$ cat src/rtl/piccolo_round_ctrl.sv
// Piccolo-128 round sequencer: intake, pre-whitening, RPC-round scheduling, final permutation and post-whitening.
// Optional abort input enabled by defining PICCOLO_CTRL_ABORT_EN.
module piccolo_round_ctrl #(
  parameter int ROUNDS = 31,
  parameter int RPC    = 4,
  parameter int IDXW   = 5
) (
  input  logic                       clk,
  input  logic                       reset,
  input  logic                       in_valid,
  output logic                       in_ready,
  input  logic [0:63]                plaintext,
  input  logic [0:127]               keyin,
  output logic                       out_valid,
  input  logic                       out_ready,
`ifdef PICCOLO_CTRL_ABORT_EN
  input  logic                       abort,
`endif
  output logic [0:63]                ciphertext,
  output logic [0:63]                rnd_data_o,
  output logic [0:127]               rnd_key_o,
  output logic [IDXW-1:0]            rnd_idx,
  output logic [$clog2(RPC+1)-1:0]   rnd_num,
  input  logic [0:63]                rnd_data_i,
  input  logic [0:127]               rnd_key_i
);

  localparam int NW = $clog2(RPC+1);

  typedef enum logic [1:0] {IDLE, RUN, DONE} state_t;

  state_t          state;
  state_t          state_next;
  logic [0:63]     d;
  logic [0:127]    rk;
  logic [0:31]     mk;
  logic [IDXW:0]   remain;
  logic            last_run;
  logic            abort_hit;
  logic [0:63]     final_ct;

`ifdef PICCOLO_CTRL_ABORT_EN
  assign abort_hit = abort && (state != IDLE);
`else
  assign abort_hit = 1'b0;
`endif

  // Only the post-whitening bytes of the master key are retained:
  // mk = {k[64:71], k[72:79], k[112:119], k[120:127]}.
  assign remain     = (IDXW+1)'(ROUNDS + 1) - {1'b0, rnd_idx};
  assign last_run   = (state == RUN) && (remain <= (IDXW+1)'(RPC));
  assign rnd_data_o = d;
  assign rnd_key_o  = rk;
  assign final_ct   = {{rnd_data_i[48:55], rnd_data_i[24:31]} ^ {mk[0:7], mk[24:31]},
                       rnd_data_i[0:7], rnd_data_i[40:47],
                       {rnd_data_i[16:23], rnd_data_i[56:63]} ^ {mk[16:23], mk[8:15]},
                       rnd_data_i[32:39], rnd_data_i[8:15]};

  always_ff @(posedge clk or negedge reset) begin
    if (!reset) state <= IDLE;
    else        state <= state_next;
  end

  always_comb begin
    state_next = state;
    case (state)
      IDLE: if (in_valid) state_next = RUN;
      RUN: begin
        if (abort_hit)     state_next = IDLE;
        else if (last_run) state_next = DONE;
      end
      DONE: begin
        if (abort_hit || out_ready) state_next = IDLE;
      end
      default: state_next = IDLE;
    endcase
  end

  always_comb begin
    in_ready  = (state == IDLE);
    out_valid = (state == DONE);
    rnd_num   = '0;
    if (state == RUN) begin
      if (remain <= (IDXW+1)'(RPC)) rnd_num = NW'(remain);
      else                          rnd_num = NW'(RPC);
    end
  end

  // rnd_idx returns to 1 on the completing edge so it never reaches ROUNDS+1
  // and cannot wrap when ROUNDS == 2**IDXW-1.
  always_ff @(posedge clk or negedge reset) begin
    if (!reset) begin
      d          <= '0;
      rk         <= '0;
      mk         <= '0;
      ciphertext <= '0;
      rnd_idx    <= IDXW'(1);
    end else if (abort_hit) begin
      d       <= '0;
      rk      <= '0;
      mk      <= '0;
      rnd_idx <= IDXW'(1);
    end else begin
      case (state)
        IDLE: begin
          if (in_valid) begin
            d       <= {plaintext[0:15] ^ {keyin[0:7], keyin[24:31]}, plaintext[16:31],
                        plaintext[32:47] ^ {keyin[16:23], keyin[8:15]}, plaintext[48:63]};
            rk      <= {keyin[32:127], keyin[0:31]};
            mk      <= {keyin[64:79], keyin[112:127]};
            rnd_idx <= IDXW'(1);
          end
        end
        RUN: begin
          d  <= rnd_data_i;
          rk <= rnd_key_i;
          if (last_run) begin
            ciphertext <= final_ct;
            rnd_idx    <= IDXW'(1);
          end else begin
            rnd_idx <= rnd_idx + IDXW'(rnd_num);
          end
        end
        default: ;
      endcase
    end
  end

endmodule

$ cat config.mk
export PLATFORM = sky130hd
export DESIGN_NAME = piccolo_round_ctrl
export DESIGN_NICKNAME = d
export VERILOG_FILES = /design/src/rtl/piccolo_round_ctrl.sv
export SDC_FILE = /design/constraint.sdc
export NUM_CORES = 1
export LEC_CHECK = 0
export CAP_MARGIN = 20
export CORE_AREA = 4 4 250 252
export DETAILED_ROUTE_END_ITERATION = 8
export DIE_AREA = 0 0 254 256
export PLACE_DENSITY_LB_ADDON = 0.3
export SLEW_MARGIN = 20
export SYNTH_ARGS = -nofsm -noshare
export SYNTH_HDL_FRONTEND = slang
export SYNTH_SLANG_ARGS = --single-unit
$ cat constraint.sdc
create_clock -name clk -period 3.1 [get_ports clk]
set_input_delay 0.62 -clock clk [delete_from_list [all_inputs] [get_ports clk]]
set_output_delay 0.62 -clock clk [all_outputs]
set_load 0.1 [all_outputs]
==> Yosys cells after proc, flatten, opt, wreduce, memory -nomap -nowiden <==
Index checks and enable logic that the tools add are counted.
{ "word_totals": {"word_cells": 38, "out_inout_bits": 266, "rom_bits": 0, "n_memories": 0, "latchBits": 0, "mem_bits_rw": 0, "in_bits": 388, "register_bits": 295} }
{ "op_classes": {"shift": 0, "bitwise": 4, "order_cmp": 1, "eq_ne": 5, "n_mul": 0, "add_sub_neg": 2, "muxes": 13, "div": 0, "reduce_logical": 7} }
{ "ops": {"columns": ["operator", "n"], "rows": [
  ["$pmux W128 S2", 1],
  ["$mux W128", 1],
  ["$pmux W64 S2", 1],
  ["$mux W64", 1],
  ["$xor A16 B16 Y16", 4],
  ["$mux W5", 2],
  ["$pmux W5 S2", 1],
  ["$le A6 B3 Y1 const B", 1],
  ["$mux W2", 3],
  ["$mux W3", 2],
  ["$pmux W2 S3", 1],
  ["$reduce_and A2 Y1", 3],
  ["$sub A6 B5 Y6 const A", 1],
  ["$add A5 B3 Y5", 1],
  ["$ne A2 B2 Y1 const B", 2],
  ["$reduce_and A3 Y1", 1],
  ["$eq A2 B1 Y1 const B", 1],
  ["$eq A2 B2 Y1 const B", 1],
  ["$logic_not A2 Y1", 1],
  ["$ne A2 B1 Y1 const B", 1],
  ["$reduce_bool A2 Y1", 1],
  ["$logic_and A1 B1 Y1", 1]
]} }

==> Longest topological paths before layout <==
{ "logic_depth": {"word_depth": 7, "ltp_mapped": 13, "mapped_depth_nobuf": 12} }

==> Least setup slack after synthesis <==
Ideal clock, no wire load.
{ "synth_path": {"path_kind": "reg-to-reg", "from": "reg rnd_idx[1]", "to": "reg rnd_idx[4]", "required_time_ns": 3.016, "setup_time_ns": 0.084, "synth_period_minus_slack_ns": 6.348, "stages_incl_launch_ff": 13, "t_arrival_ns": 6.265, "slack_ns": -3.248, "n_path_buf": 0, "path_cell_list": "dfrtp_1 -> inv_1 -> ha_1 -> nor2_1 -> mux2i_1 -> nor4_1 -> ha_1 -> inv_1 -> fa_1 -> nor2b_1 -> o21ai_0 -> o31a_1 -> o21ai_0"} }
{ "synth_via": {"elab_chain_len": 7, "word_cells_on_any_way": 8, "classes_between": "add/sub: 2; order compare: 1; mux: 4; reduce/logical: 1"} }
{ "synth_rtl": {"columns": ["element", "line_no", "text"], "rows": [
  ["from (decl)", "22", "output logic [IDXW-1:0] rnd_idx,"],
  ["from (signal assigned)", "121", "rnd_idx <= rnd_idx + IDXW'(rnd_num);"],
  ["$sub A6 B5 Y6", "50", "assign remain = (IDXW+1)'(ROUNDS + 1) - {1'b0, rnd_idx};"],
  ["$le A6 B3 Y1", "84", "if (remain <= (IDXW+1)'(RPC)) rnd_num = NW'(remain);"],
  ["$mux W3", "84", null],
  ["$mux W3", "83", "if (state == RUN) begin"],
  ["named net rnd_num[0]", "23", "output logic [$clog2(RPC+1)-1:0] rnd_num,"],
  ["$add A5 B3 Y5", "121", null],
  ["$mux W5", "117", "if (last_run) begin"],
  ["$pmux W5 S2", "104", "case (state)"]
]} }
The timed path passes the listed nets, and every way through them passes these cells.
A chain may end at the register's enable or synchronous reset.

==> Worst setup path in the final report <==
{ "layout_path": {"from": "reg rnd_idx[1]", "to": "out rnd_num[1]"} }
{ "layout_via": {"elab_chain_len": 4} }
{ "layout_rtl": {"columns": ["element", "line_no"], "rows": [
  ["$sub A6 B5 Y6 (*)", "50"],
  ["$le A6 B3 Y1", "84"],
  ["$mux W3 (*)", "84"],
  ["$mux W3 (*)", "83"],
  ["to (decl)", "23"]
]} }
Every way passes the cells marked *; elsewhere a longest branch is shown, timed or not.

==> impl_results.md <==
* Die H at 256 um
* Fin. Hold Viols at 0
* Die area at 65,000 um2
* Setup CP Type: flip-flop to output pin
* P&R area growth vs syn at 59.1%
* Syn_area_per_cell at 10.9 um2
* Initial antenna violation count at 8
* Status: completed
* # setup viols final at 0
* Cell Rows at 90
* Core Region at roughly 60,000 um2
* Yosys reg bits at slightly below 300
* CP Capture Type: output pin
* Tightest Pin Transition at just under 900 ps
* Post-layout util at a little under two fifths
* Hold WC Path Type: primary input to async pin
* YS warnings at 0
* DR DRC count at 0
* Clock transition at path regs at 60 ps
* # port buffers at between 600 and 700
* DR pass1 iterations at 5
* Hpwl dp at roughly 42,000 um
* Critical path's largest stage delay at 510 ps
* Max-cap violations at 0
* Grt total ovfl at 0
* Reg2reg end: rnd_idx[4]$_DFFE_PN0P_
* Layout cells sized above 1 at between 20% and 30%
* Relative slew slack at between 40% and 50%
* Library cells used by synthesis at 33
* Htree depth at 2
* Synth Instances at 1,275
* Cts hold-fix bufs at 0
* R2R Path Start: rnd_idx[0]$_DFFE_PN1P_
* Final count of pins violating max slew at 0
* CTS Buf Count at 38
* Gr usage total at approximately 17%
* Setup Fix Bufs, Post-CTS at 0
* Post-route antenna net violation count at 0
* Wire per inst at between 20 and 25 um
* WP data arrival at between 2000 and 2500 ps
* Resize count post-CTS at 1
* Largest net degree at the start of global routing at 97
* Syn_nets at around 1.7k
* CP startpoint: rnd_idx[1]$_DFFE_PN0P_
* Via count at about 12k
* R2R depth at 12
* I/O pin count at about 650
* Required time of the critical path at between 2000 and 2500 ps
* Bufs on Longest Clock Path at 3
* Crit path cell chain: inv_1, ha_4, xor2_1, o21ai_2, nor3_4, and2_4, buf_12
* Critical path fanouts, max at 6
* Final #Nets at about 2.3k
* First-pass GRT wire length at 83,300 um
* R2R Setup Slk at approximately 270 ps
* Starting DRT DRC Count at between 500 and 600
* Tmin final at a little under 3000 ps
* Mapped Area at about 14,000 um2
* Vias in the first global route at approximately 13k
* Drt via density at ~4.6
* Clock skew at ~24 ps
* Layout fillers at 6,013
* Final wirelength at between 50,000 and 60,000 um
* CP Capture Point: rnd_num[1]
* Clock root cell: clkbuf_16
* CTS tree: done
* Crit start category: flip-flop
* Clock Latency Late Sink at around 550 ps
* Fin crit share at a little over nine tenths
* Clock net sink count at around 300
* Max Fclk at between 300 and 400 MHz
* Initial Util at around 23%
* Chip width at about 250 um
* GPL Wtd Cong at 0.819
* Seq/Total Area, Yosys at between 50 and 60%
* Critical-path top delay cell: dfrtp_4
* RSZ-0062 raised after global routing: false
==> cells in the final DEF (no fill, tap or decap), drive strengths merged, types with 2 or more instances in the layout <==
master	count
a21o	3
a21oi	97
a22oi	96
buf	296
clkbuf	54
clkdlybuf4s50	385
clkinv	9
clkinvlp	4
dfrtp	294
diode	7
ha	5
inv	6
mux2	96
mux2i	97
nand2	102
nand2b	2
nor2	3
nor2b	100
nor3	2
o21ai	198
xor2	66
==> per-layer routing <==
metal	GRT usage, %	part of all wire, %
met5	0	0.023
met2	29.4	51
met4	5.73	3.1
met3	4.76	7.3
met1	19.0	39
==> through the flow <==
step                      TNS, ps  instance area [um2]  std cells  worst slack, ps  hold slack (ps)
final                           0                22100       2716              169             11.9
after global routing            0                22100       2714             7.68             23.2
after CTS                       0                22100       2709              114             5.21
after detailed placement        0                20800       2641              265              476
after global placement          0                20800       2641              340              472
after floorplan             -1930                14000       1275             -738              324
==> cell usage after synthesis <==
| cell type | count | area [um2] |
|---|---|---|
| a21o_1 | 3 | 22.5 |
| a21oi_1 | 97 | 485 |
| a22oi_1 | 96 | 721 |
| a2bb2oi_1 | 1 | 8.76 |
| a31oi_1 | 1 | 6.26 |
| and2_1 | 1 | 6.26 |
| buf_1 | 4 | 15.0 |
| buf_2 | 15 | 75.1 |
| buf_4 | 11 | 82.6 |
| buf_6 | 3 | 33.8 |
| clkbuf_1 | 64 | 240 |
| dfrtp_1 | 294 | 7360 |
| dfstp_2 | 1 | 26.3 |
| fa_1 | 1 | 20.0 |
| ha_1 | 5 | 62.6 |
| inv_1 | 6 | 22.5 |
| mux2_1 | 29 | 327 |
| mux2_2 | 67 | 754 |
| mux2i_1 | 97 | 971 |
| nand2_1 | 102 | 383 |
| nand2b_1 | 2 | 12.5 |
| nor2_1 | 3 | 11.3 |
| nor2b_1 | 100 | 626 |
| nor3_2 | 2 | 20.0 |
| nor4_1 | 1 | 6.26 |
| o2111ai_1 | 1 | 8.76 |
| o211ai_1 | 1 | 7.51 |
| o21ai_0 | 197 | 986 |
| o21ai_1 | 1 | 5.00 |
| o21bai_1 | 1 | 7.51 |
| o311ai_0 | 1 | 8.76 |
| o31a_1 | 1 | 8.76 |
| xor2_1 | 66 | 578 |
==> flip-flops by register name, summed over array words and instances, names as in the netlist <==
signal	count
ciphertext	64
mk	32
rnd_data_o	64
rnd_idx	5
rnd_key_o	128
state	2
==> worst min path at each step <==
stage	start	endpoint	slack (ps)
after floorplan	reset	ciphertext[0]$_DFFE_PN0P_	320
after global placement	ciphertext[13]$_DFFE_PN0P_	ciphertext[13]$_DFFE_PN0P_	470
after detailed placement	ciphertext[16]$_DFFE_PN0P_	ciphertext[16]$_DFFE_PN0P_	480
after CTS	reset	rnd_key_o[127]$_DFFE_PN0P_	5
after global routing	reset	rnd_key_o[127]$_DFFE_PN0P_	20
final	reset	rnd_key_o[127]$_DFFE_PN0P_	10
==> cell families (layout without fill, tap and decap cells) <==
family / count (synthesis) / count (layout) / share of synthesized area [%]
simple gates: 211 / 211 / 7.66
flops: 295 / 295 / 53.1
fa+ha+maj: 6 / 6 / 0.594
xor+xnor: 66 / 66 / 4.16
buf+inv: 103 / 755 / 3.37
other cells: 0 / 7 / 0
compound gates: 401 / 401 / 16.4
mux: 193 / 193 / 14.8
==> critical path: cells and delay by family, from the launching register on <==
family	cells	cell delay, ps
DFF	1	510
and+or+nand+nor	2	390
buffers and inverters	2	360
adders and majority gates	1	200
xor gates and xnor gates	1	170
AOI/OAI and AO/OA	1	130
==> area by class of cell <==
type                       count  area, um2  area share [%]
timing repair buffer         681       6300            28.5
inverter                       6       27.5           0.124
tap                          782        978            4.42
clock inverter                14        131           0.594
sequential                   295       7400            33.5
multi-input combinational    877       6150            27.8
antenna                        7       17.5          0.0792
clock buffer                  54       1120            5.07
Power is not shown: default switching activity piles up to over one toggle a cycle in this logic, so the estimate is an artifact.
